`src/rtl/vram_pkg.sv`:
```
// rtl/vram_pkg.sv - shared frame-buffer geometry, clear FSM encoding and address helper
package vram_pkg;

    localparam int FB_W     = 320;
    localparam int FB_H     = 240;
    localparam int FB_WORDS = FB_W * FB_H;
    localparam int AW       = 18;
    localparam int CW       = 17;

    typedef enum logic {
        CLR_IDLE  = 1'b0,
        CLR_CLEAR = 1'b1
    } clr_state_t;

    // y*320 is built from two shifts so no multiplier is inferred
    function automatic logic [AW-1:0] fb_addr(input logic buf_sel,
                                              input logic [7:0] y,
                                              input logic [8:0] x);
        logic [AW-1:0] yw;
        logic [AW-1:0] base;
        yw   = AW'(y);
        base = buf_sel ? AW'(FB_WORDS) : '0;
        return base + (yw << 8) + (yw << 6) + AW'(x);
    endfunction

endpackage

```
`src/rtl/vram_scheduler_if.sv`:
```
// rtl/vram_scheduler_if.sv - host pixel-write handshake and frame-buffer RAM bus
interface vram_scheduler_if;
    import vram_pkg::*;

    logic          wr_req;
    logic [8:0]    wr_x;
    logic [7:0]    wr_y;
    logic [11:0]   wr_data;
    logic          wr_ack;
    logic [AW-1:0] ram_addr;
    logic          ram_we;
    logic [11:0]   ram_wdata;
    logic [11:0]   ram_rdata;

    modport slave (
        input  wr_req, wr_x, wr_y, wr_data, ram_rdata,
        output wr_ack, ram_addr, ram_we, ram_wdata
    );

    modport master (
        output wr_req, wr_x, wr_y, wr_data, ram_rdata,
        input  wr_ack, ram_addr, ram_we, ram_wdata
    );

endinterface

```
`src/rtl/vram_clear_engine.sv`:
```
// rtl/vram_clear_engine.sv - back-buffer fill FSM: one word per granted write slot
module vram_clear_engine
    import vram_pkg::*;
(
    input  logic          clk_25MHz,
    input  logic          rst,
    input  logic          clr_start,
    input  logic [11:0]   clr_color,
    input  logic          slot_grant,
    output logic          clr_busy,
    output logic [AW-1:0] clr_offset,
    output logic [11:0]   clr_wdata,
    output logic          clr_we
);

    localparam logic [CW-1:0] LAST = CW'(FB_WORDS - 1);

    clr_state_t    state;
    logic [CW-1:0] count;

    always_ff @(posedge clk_25MHz or negedge rst) begin
        if (!rst) begin
            state     <= CLR_IDLE;
            count     <= '0;
            clr_busy  <= 1'b0;
            clr_wdata <= '0;
        end else begin
            case (state)
                CLR_IDLE: begin
                    if (clr_start) begin
                        clr_wdata <= clr_color;
                        count     <= '0;
                        clr_busy  <= 1'b1;
                        state     <= CLR_CLEAR;
                    end
                end
                CLR_CLEAR: begin
                    if (slot_grant) begin
                        if (count == LAST) begin
                            count    <= '0;
                            clr_busy <= 1'b0;
                            state    <= CLR_IDLE;
                        end else begin
                            count <= count + 1'b1;
                        end
                    end
                end
                default: state <= CLR_IDLE;
            endcase
        end
    end

    assign clr_offset = AW'(count);
    assign clr_we     = clr_busy & slot_grant;

endmodule

```
`src/rtl/vram_scheduler.sv`:
```
// rtl/vram_scheduler.sv - time-shares the frame-buffer RAM between display, host writer and clear engine
module vram_scheduler
    import vram_pkg::*;
(
    input  logic             clk_25MHz,
    input  logic             rst,
    input  logic [8:0]       row,
    input  logic [9:0]       col,
    input  logic             rdn,
    input  logic             vs,
    output logic [11:0]      vga_din,
    input  logic             clr_start,
    input  logic [11:0]      clr_color,
    output logic             clr_busy,
    input  logic             swap_req,
    output logic             swap_pending,
    output logic             front_buf,
    vram_scheduler_if.slave  bus
);

    logic          disp_slot;
    logic          write_slot;
    logic          host_grant;
    logic          host_in_range;
    logic          clr_we;
    logic [AW-1:0] clr_offset;
    logic [11:0]   clr_wdata;
    logic [AW-1:0] back_base;
    logic [AW-1:0] disp_addr;
    logic [AW-1:0] host_addr;
    logic          disp_q;
    logic          vs_q;
    logic          vs_fall;
    logic          unused_row_lsb;

    // row/col are pixel-doubled, so the low bits only choose the slot type
    assign disp_slot      = ~rdn & ~col[0];
    assign write_slot     = ~disp_slot;
    assign unused_row_lsb = row[0];

    assign back_base     = fb_addr(~front_buf, 8'd0, 9'd0);
    assign disp_addr     = fb_addr(front_buf, row[8:1], col[9:1]);
    assign host_addr     = fb_addr(~front_buf, bus.wr_y, bus.wr_x);
    assign host_in_range = (bus.wr_x < 9'(FB_W)) && (bus.wr_y < 8'(FB_H));
    assign host_grant    = write_slot & ~clr_busy & bus.wr_req;

    vram_clear_engine u_clear (
        .clk_25MHz  (clk_25MHz),
        .rst        (rst),
        .clr_start  (clr_start),
        .clr_color  (clr_color),
        .slot_grant (write_slot),
        .clr_busy   (clr_busy),
        .clr_offset (clr_offset),
        .clr_wdata  (clr_wdata),
        .clr_we     (clr_we)
    );

    // single priority mux so the RAM bus never mixes two clients in one cycle
    always_comb begin
        bus.wr_ack    = 1'b0;
        bus.ram_addr  = '0;
        bus.ram_we    = 1'b0;
        bus.ram_wdata = '0;
        if (rst) begin
            if (disp_slot) begin
                bus.ram_addr = disp_addr;
            end else if (clr_we) begin
                bus.ram_addr  = back_base + clr_offset;
                bus.ram_we    = 1'b1;
                bus.ram_wdata = clr_wdata;
            end else if (host_grant) begin
                bus.wr_ack    = 1'b1;
                bus.ram_addr  = host_addr;
                bus.ram_we    = host_in_range;
                bus.ram_wdata = bus.wr_data;
            end
        end
    end

    assign vs_fall = vs_q & ~vs;

    always_ff @(posedge clk_25MHz or negedge rst) begin
        if (!rst) begin
            disp_q       <= 1'b0;
            vga_din      <= '0;
            vs_q         <= 1'b0;
            swap_pending <= 1'b0;
            front_buf    <= 1'b0;
        end else begin
            disp_q <= disp_slot;
            if (disp_q) begin
                vga_din <= bus.ram_rdata;
            end
            vs_q <= vs;
            // a swap during a clear would expose a half-filled buffer, so hold it
            if (vs_fall && (swap_pending || swap_req) && !clr_busy) begin
                front_buf    <= ~front_buf;
                swap_pending <= 1'b0;
            end else if (swap_req) begin
                swap_pending <= 1'b1;
            end
        end
    end

endmodule

```
`src/flat_wrapper.sv`:
```
// flat-port wrapper written by rule: the top's interface ports become plain ports
module vram_scheduler_flat import vram_pkg::*;
  (clk_25MHz, rst, row, col, rdn, vs, vga_din, clr_start, clr_color, clr_busy, swap_req, swap_pending, front_buf, bus_wr_req, bus_wr_x, bus_wr_y, bus_wr_data, bus_ram_rdata, bus_wr_ack, bus_ram_addr, bus_ram_we, bus_ram_wdata);
  vram_scheduler_if bus_i ();
  input  logic clk_25MHz;
  input  logic rst;
  input  logic [8:0] row;
  input  logic [9:0] col;
  input  logic rdn;
  input  logic vs;
  output logic [11:0] vga_din;
  input  logic clr_start;
  input  logic [11:0] clr_color;
  output logic clr_busy;
  input  logic swap_req;
  output logic swap_pending;
  output logic front_buf;
  input wire logic [$bits(bus_i.wr_req)-1:0] bus_wr_req;
  input wire logic [$bits(bus_i.wr_x)-1:0] bus_wr_x;
  input wire logic [$bits(bus_i.wr_y)-1:0] bus_wr_y;
  input wire logic [$bits(bus_i.wr_data)-1:0] bus_wr_data;
  input wire logic [$bits(bus_i.ram_rdata)-1:0] bus_ram_rdata;
  output wire logic [$bits(bus_i.wr_ack)-1:0] bus_wr_ack;
  output wire logic [$bits(bus_i.ram_addr)-1:0] bus_ram_addr;
  output wire logic [$bits(bus_i.ram_we)-1:0] bus_ram_we;
  output wire logic [$bits(bus_i.ram_wdata)-1:0] bus_ram_wdata;
  assign bus_i.wr_req = bus_wr_req;
  assign bus_i.wr_x = bus_wr_x;
  assign bus_i.wr_y = bus_wr_y;
  assign bus_i.wr_data = bus_wr_data;
  assign bus_i.ram_rdata = bus_ram_rdata;
  assign bus_wr_ack = bus_i.wr_ack;
  assign bus_ram_addr = bus_i.ram_addr;
  assign bus_ram_we = bus_i.ram_we;
  assign bus_ram_wdata = bus_i.ram_wdata;
  vram_scheduler u_core (.clk_25MHz(clk_25MHz), .rst(rst), .row(row), .col(col), .rdn(rdn), .vs(vs), .vga_din(vga_din), .clr_start(clr_start), .clr_color(clr_color), .clr_busy(clr_busy), .swap_req(swap_req), .swap_pending(swap_pending), .front_buf(front_buf), .bus(bus_i));
endmodule
```
`config.mk`:
```
export PLATFORM = sky130hd
export DESIGN_NAME = vram_scheduler_flat
export DESIGN_NICKNAME = d
export VERILOG_FILES = /design/src/rtl/vram_pkg.sv /design/src/rtl/vram_scheduler_if.sv /design/src/rtl/vram_clear_engine.sv /design/src/rtl/vram_scheduler.sv /design/src/flat_wrapper.sv
export SDC_FILE = /design/constraint.sdc
export NUM_CORES = 1
export LEC_CHECK = 0
export BUFFER_PORTS_ARGS = -buffer_cell sky130_fd_sc_hd__clkbuf_2
export CAP_MARGIN = 5
export CORE_UTILIZATION = 40
export CTS_CLUSTER_SIZE = 40
export DETAILED_ROUTE_END_ITERATION = 6
export HOLD_SLACK_MARGIN = 0.08
export MAX_ROUTING_LAYER = met4
export PLACE_DENSITY = 0.79
export SETUP_SLACK_MARGIN = 0.2
export SYNTH_ARGS = -nofsm -noshare
export SYNTH_HDL_FRONTEND = slang
export SYNTH_SLANG_ARGS = --single-unit
export TNS_END_PERCENT = 10
```
`constraint.sdc`:
```
create_clock -name clk_25MHz -period 3.65 [get_ports clk_25MHz]
set_clock_uncertainty 0.2 [all_clocks]
set_input_delay 0.73 -clock clk_25MHz [delete_from_list [all_inputs] [get_ports clk_25MHz]]
set_output_delay 0.73 -clock clk_25MHz [all_outputs]
set_load 0.1 [all_outputs]
```
==> impl_metrics.env <==
export IMPL_status="complete, but fails checks"
export IMPL_violations="setup timing"
export IMPL_drive_above_1_share_pct=44.0
export IMPL_synth_compound_area_share_pct=18.0
export IMPL_cts_made_buffers=5
export IMPL_yosysTopAreaCell="dfrtp_1"
export IMPL_crit_type="reg2out"
export IMPL_synthXorXnorAreaFrac_pct=4.74
export IMPL_cp_slowest_cell="fa_1"
export IMPL_final_cell_mix="89 x clkbuf_2, 49 x nor2_1, 46 x dfrtp_1"
export IMPL_min_to="u_core.swap_pending"
export IMPL_async_flop_share_pct=100
export IMPL_clock_fmax_mhz=253
export IMPL_final_common_cell="clkbuf_2"
export IMPL_timing_slew_headroom_pct=62.9
export IMPL_viasPerCell=5.49
export IMPL_htree_levels=2
export IMPL_grt_pass1_wl_um=18300
export IMPL_cp_max_fo=5
export IMPL_worstMarginPinSlew_ps=559
export IMPL_drv_slew=0
export IMPL_synth_warnings=0
export IMPL_routedWlPerCell_um=16.1
export IMPL_synthMuxAreaShare_pct=7.63
export IMPL_post_route_period_util_pct=108
export IMPL_cts_root_buf="clkbuf_8"
export IMPL_synth_flop_cell="dfrtp_1"
export IMPL_nets=714
export IMPL_area_growth_pct=46.9
export IMPL_ys_ff_latch=47
export IMPL_synth_area_leaders="dfrtp_1 29%, ha_1 8.9%, mux2_2 6.6%, fa_1 5.4%, nor2_1 4.6%"
export IMPL_arrival_ps=3020
export IMPL_synthAdderAreaFrac_pct=14.3
export IMPL_min_period_ps=3950
export IMPL_wirelength_um=11700
export IMPL_cts_tree="done"
export IMPL_finalHoldViolations=0
export IMPL_insertion_delay_ps=310
export IMPL_grt_max_degree=41
export IMPL_clock_sinks=47
export IMPL_num_vias=4003
export IMPL_worstReg2RegEnd="u_core.u_clear.count[11]"
export IMPL_cap_violations=0
export IMPL_drtIter0Drc=205
export IMPL_ant_nets=0
export IMPL_whs_path_depth=1
export IMPL_nFillCells=804
export IMPL_avgSynthCellArea_sq_um=9.28
export IMPL_syn_nets=557
export IMPL_port_buffers=124
export IMPL_core_sq_um=9820
export IMPL_clk_pin_slew_worst_paths_ps=90
export IMPL_grt_util_all_layers_pct=22.6
export IMPL_peakVddDrop_mv=0.285
export IMPL_synthDominantCellAreaShare_pct=28.9
export IMPL_synth_top_family_by_area="simple AND/OR/NAND/NOR gates"
export IMPL_dp_hpwl_um=9190
export IMPL_required_ps=2720
export IMPL_ios=126
export IMPL_leakage_nw=2.84
export IMPL_row_count=36
export IMPL_cts_path_max_buffers=2
export IMPL_power_mw=3.34
export IMPL_min_from="u_core.vs_q"
export IMPL_p_per_area_nw_per_um2=559
export IMPL_critPathMaxStageDelay_ps=520
export IMPL_hold_class="reg2reg"
export IMPL_startpoint_type="flip-flop"
export IMPL_rr_worst_depth=6
export IMPL_synth_edf_count=0
export IMPL_drc_errors=0
export IMPL_fin_cells=729
export IMPL_dr_pass1_iters=5
export IMPL_die_h_um=103
export IMPL_fp_dieW_um=103
export IMPL_grt_ovfl_total=0
export IMPL_placed_cells=715
export IMPL_setup_viol=9
export IMPL_die_area_sq_um=10600
export IMPL_seq_area_frac_synth_pct=28.9
export IMPL_synthCells=438
export IMPL_holdBufCountCts=0
export IMPL_n_antenna_cell=0
export IMPL_first_global_vias=3868
export IMPL_initial_utilization_pct=41.4
export IMPL_netlist_area_sq_um=4070
export IMPL_rsz0062_at_grt="true"
export IMPL_synth_distinct_cells=71
export IMPL_antenna_found_initial=0
export IMPL_r2r_start="u_core.u_clear.count[0]"
export IMPL_path_cells="clkinvlp_4 -> buf_6 -> fa_1 -> ha_4 -> o21a_1 -> o31ai_4 -> a21o_1 -> a221oi_2 -> buf_4 -> a21oi_4 -> buf_12"
export IMPL_synth_simple_area_share_pct=20.7
export IMPL_gp_congestion=0.854
export IMPL_fin_ws_ps=-302
export IMPL_register_area_sq_um=1180
export IMPL_multi_input_area_sq_um=2890
export IMPL_end_kind="output pin"
export IMPL_r2r_slack_ps=1610
## synthesized netlist by cell type, types with 3 or more instances
master,n
nor3_1,7
nand3_1,9
and4_1,3
xor2_1,11
clkbuf_1,5
fa_1,11
buf_2,6
o211ai_1,3
a21oi_1,14
nand4_1,10
and3_1,4
a211oi_2,3
a221oi_1,8
or3_1,4
nor3b_1,8
o21ai_0,13
buf_1,5
nor2_1,50
mux2i_1,4
a21o_1,7
mux2_2,24
a22oi_1,13
inv_1,24
buf_6,4
nor2b_1,7
xnor2_1,11
a31oi_1,5
ha_1,29
a211oi_1,3
dfrtp_1,47
o31ai_1,3
nand2_1,32
## repair_timing
| item | CTS | global route |
|---|---|---|
| setup buffers | 5 | 1 |
| cloned | 0 | 0 |
| setup endpoints to repair | 10 | 10 |
| resized for setup | 14 | 19 |
| pin swaps | 10 | 13 |
## per-layer routing
metal / share of wire (%) / GRT usage, % / up-vias / wire (um)
met1: 41 / 27.5 / 1974 / 4860
met2: 53 / 39.7 / 105 / 6250
met4: 2.3 / 6.93 / 0 / 268
li1: - / - / 1904 / -
met5: 0 / - / - / 0
met3: 2.9 / 1.76 / 20 / 338
## flip-flops by register name, summed over array words and instances (netlist names)
signal	flops
u_core.u_clear.count	17
u_core.u_clear.clr_busy	1
u_core.front_buf	1
u_core.disp_q	1
u_core.vs_q	1
u_core.u_clear.state	1
u_core.u_clear.clr_wdata	12
u_core.swap_pending	1
u_core.vga_din	12
## power by group
part           total [mW]  switching (mW)  internal [mW]  leakage (nW)
Sequential          0.694          0.0891          0.605         0.573
Combinational        2.17            1.29          0.878          2.20
Clock               0.469           0.191          0.278        0.0703
## cells by family after synthesis
| logic type | count (synthesis) |
|---|---|
| adders and majority gates | 40 |
| and+or+nand+nor | 156 |
| AOI/OAI and AO/OA | 98 |
| muxes | 28 |
| DFF | 47 |
| xor gates and xnor gates | 22 |
| buffers and inverters | 47 |
## worst max-delay path, delay by kind of cell (launching register included)
kind,cells,cell delay [ps]
adder cells (fa/ha/maj),2,820
AO/OA/AOI/OAI,5,760
buffers and inverters,4,690
flip-flops,1,430
## layout make-up
class	instances	area share, %
Sequential cell	47	19.8
Inverter	25	1.72
Timing Repair Buffer	172	25.0
Clock buffer	5	1.15
Tap cell	133	2.79
Clock inverter	3	1.19
Multi-Input combinational cell	344	48.4
## per-stage QoR
stage / instance area, sq um / TNS, ps / hold slack [ps] / setup WS (ps) / util, %
2_1_floorplan: 4220 / -7810 / 220 / -641 / -
3_3_place_gp: 5660 / -2230 / 228 / -399 / 57.6
3_5_place_dp: 5660 / -2770 / 239 / -459 / 57.6
4_1_cts: 5900 / -1920 / 252 / -324 / 60.1
5_1_grt: 5970 / -2530 / 276 / -375 / 60.8
6_report: 5970 / -1910 / 255 / -302 / 60.8
## worst max path at each step
stage / startpoint / end / cells past startpoint
6_report: u_core.front_buf / bus_ram_addr[13] / 11
5_1_grt: u_core.front_buf / bus_ram_addr[15] / 10
4_1_cts: bus_wr_x[8] / bus_ram_addr[12] / 11
3_5_place_dp: bus_wr_y[0] / bus_ram_addr[13] / 11
3_3_place_gp: bus_wr_y[2] / bus_ram_addr[13] / 11
2_1_floorplan: u_core.front_buf / bus_ram_addr[16] / 9
Power figures use the tool's default switching activity.
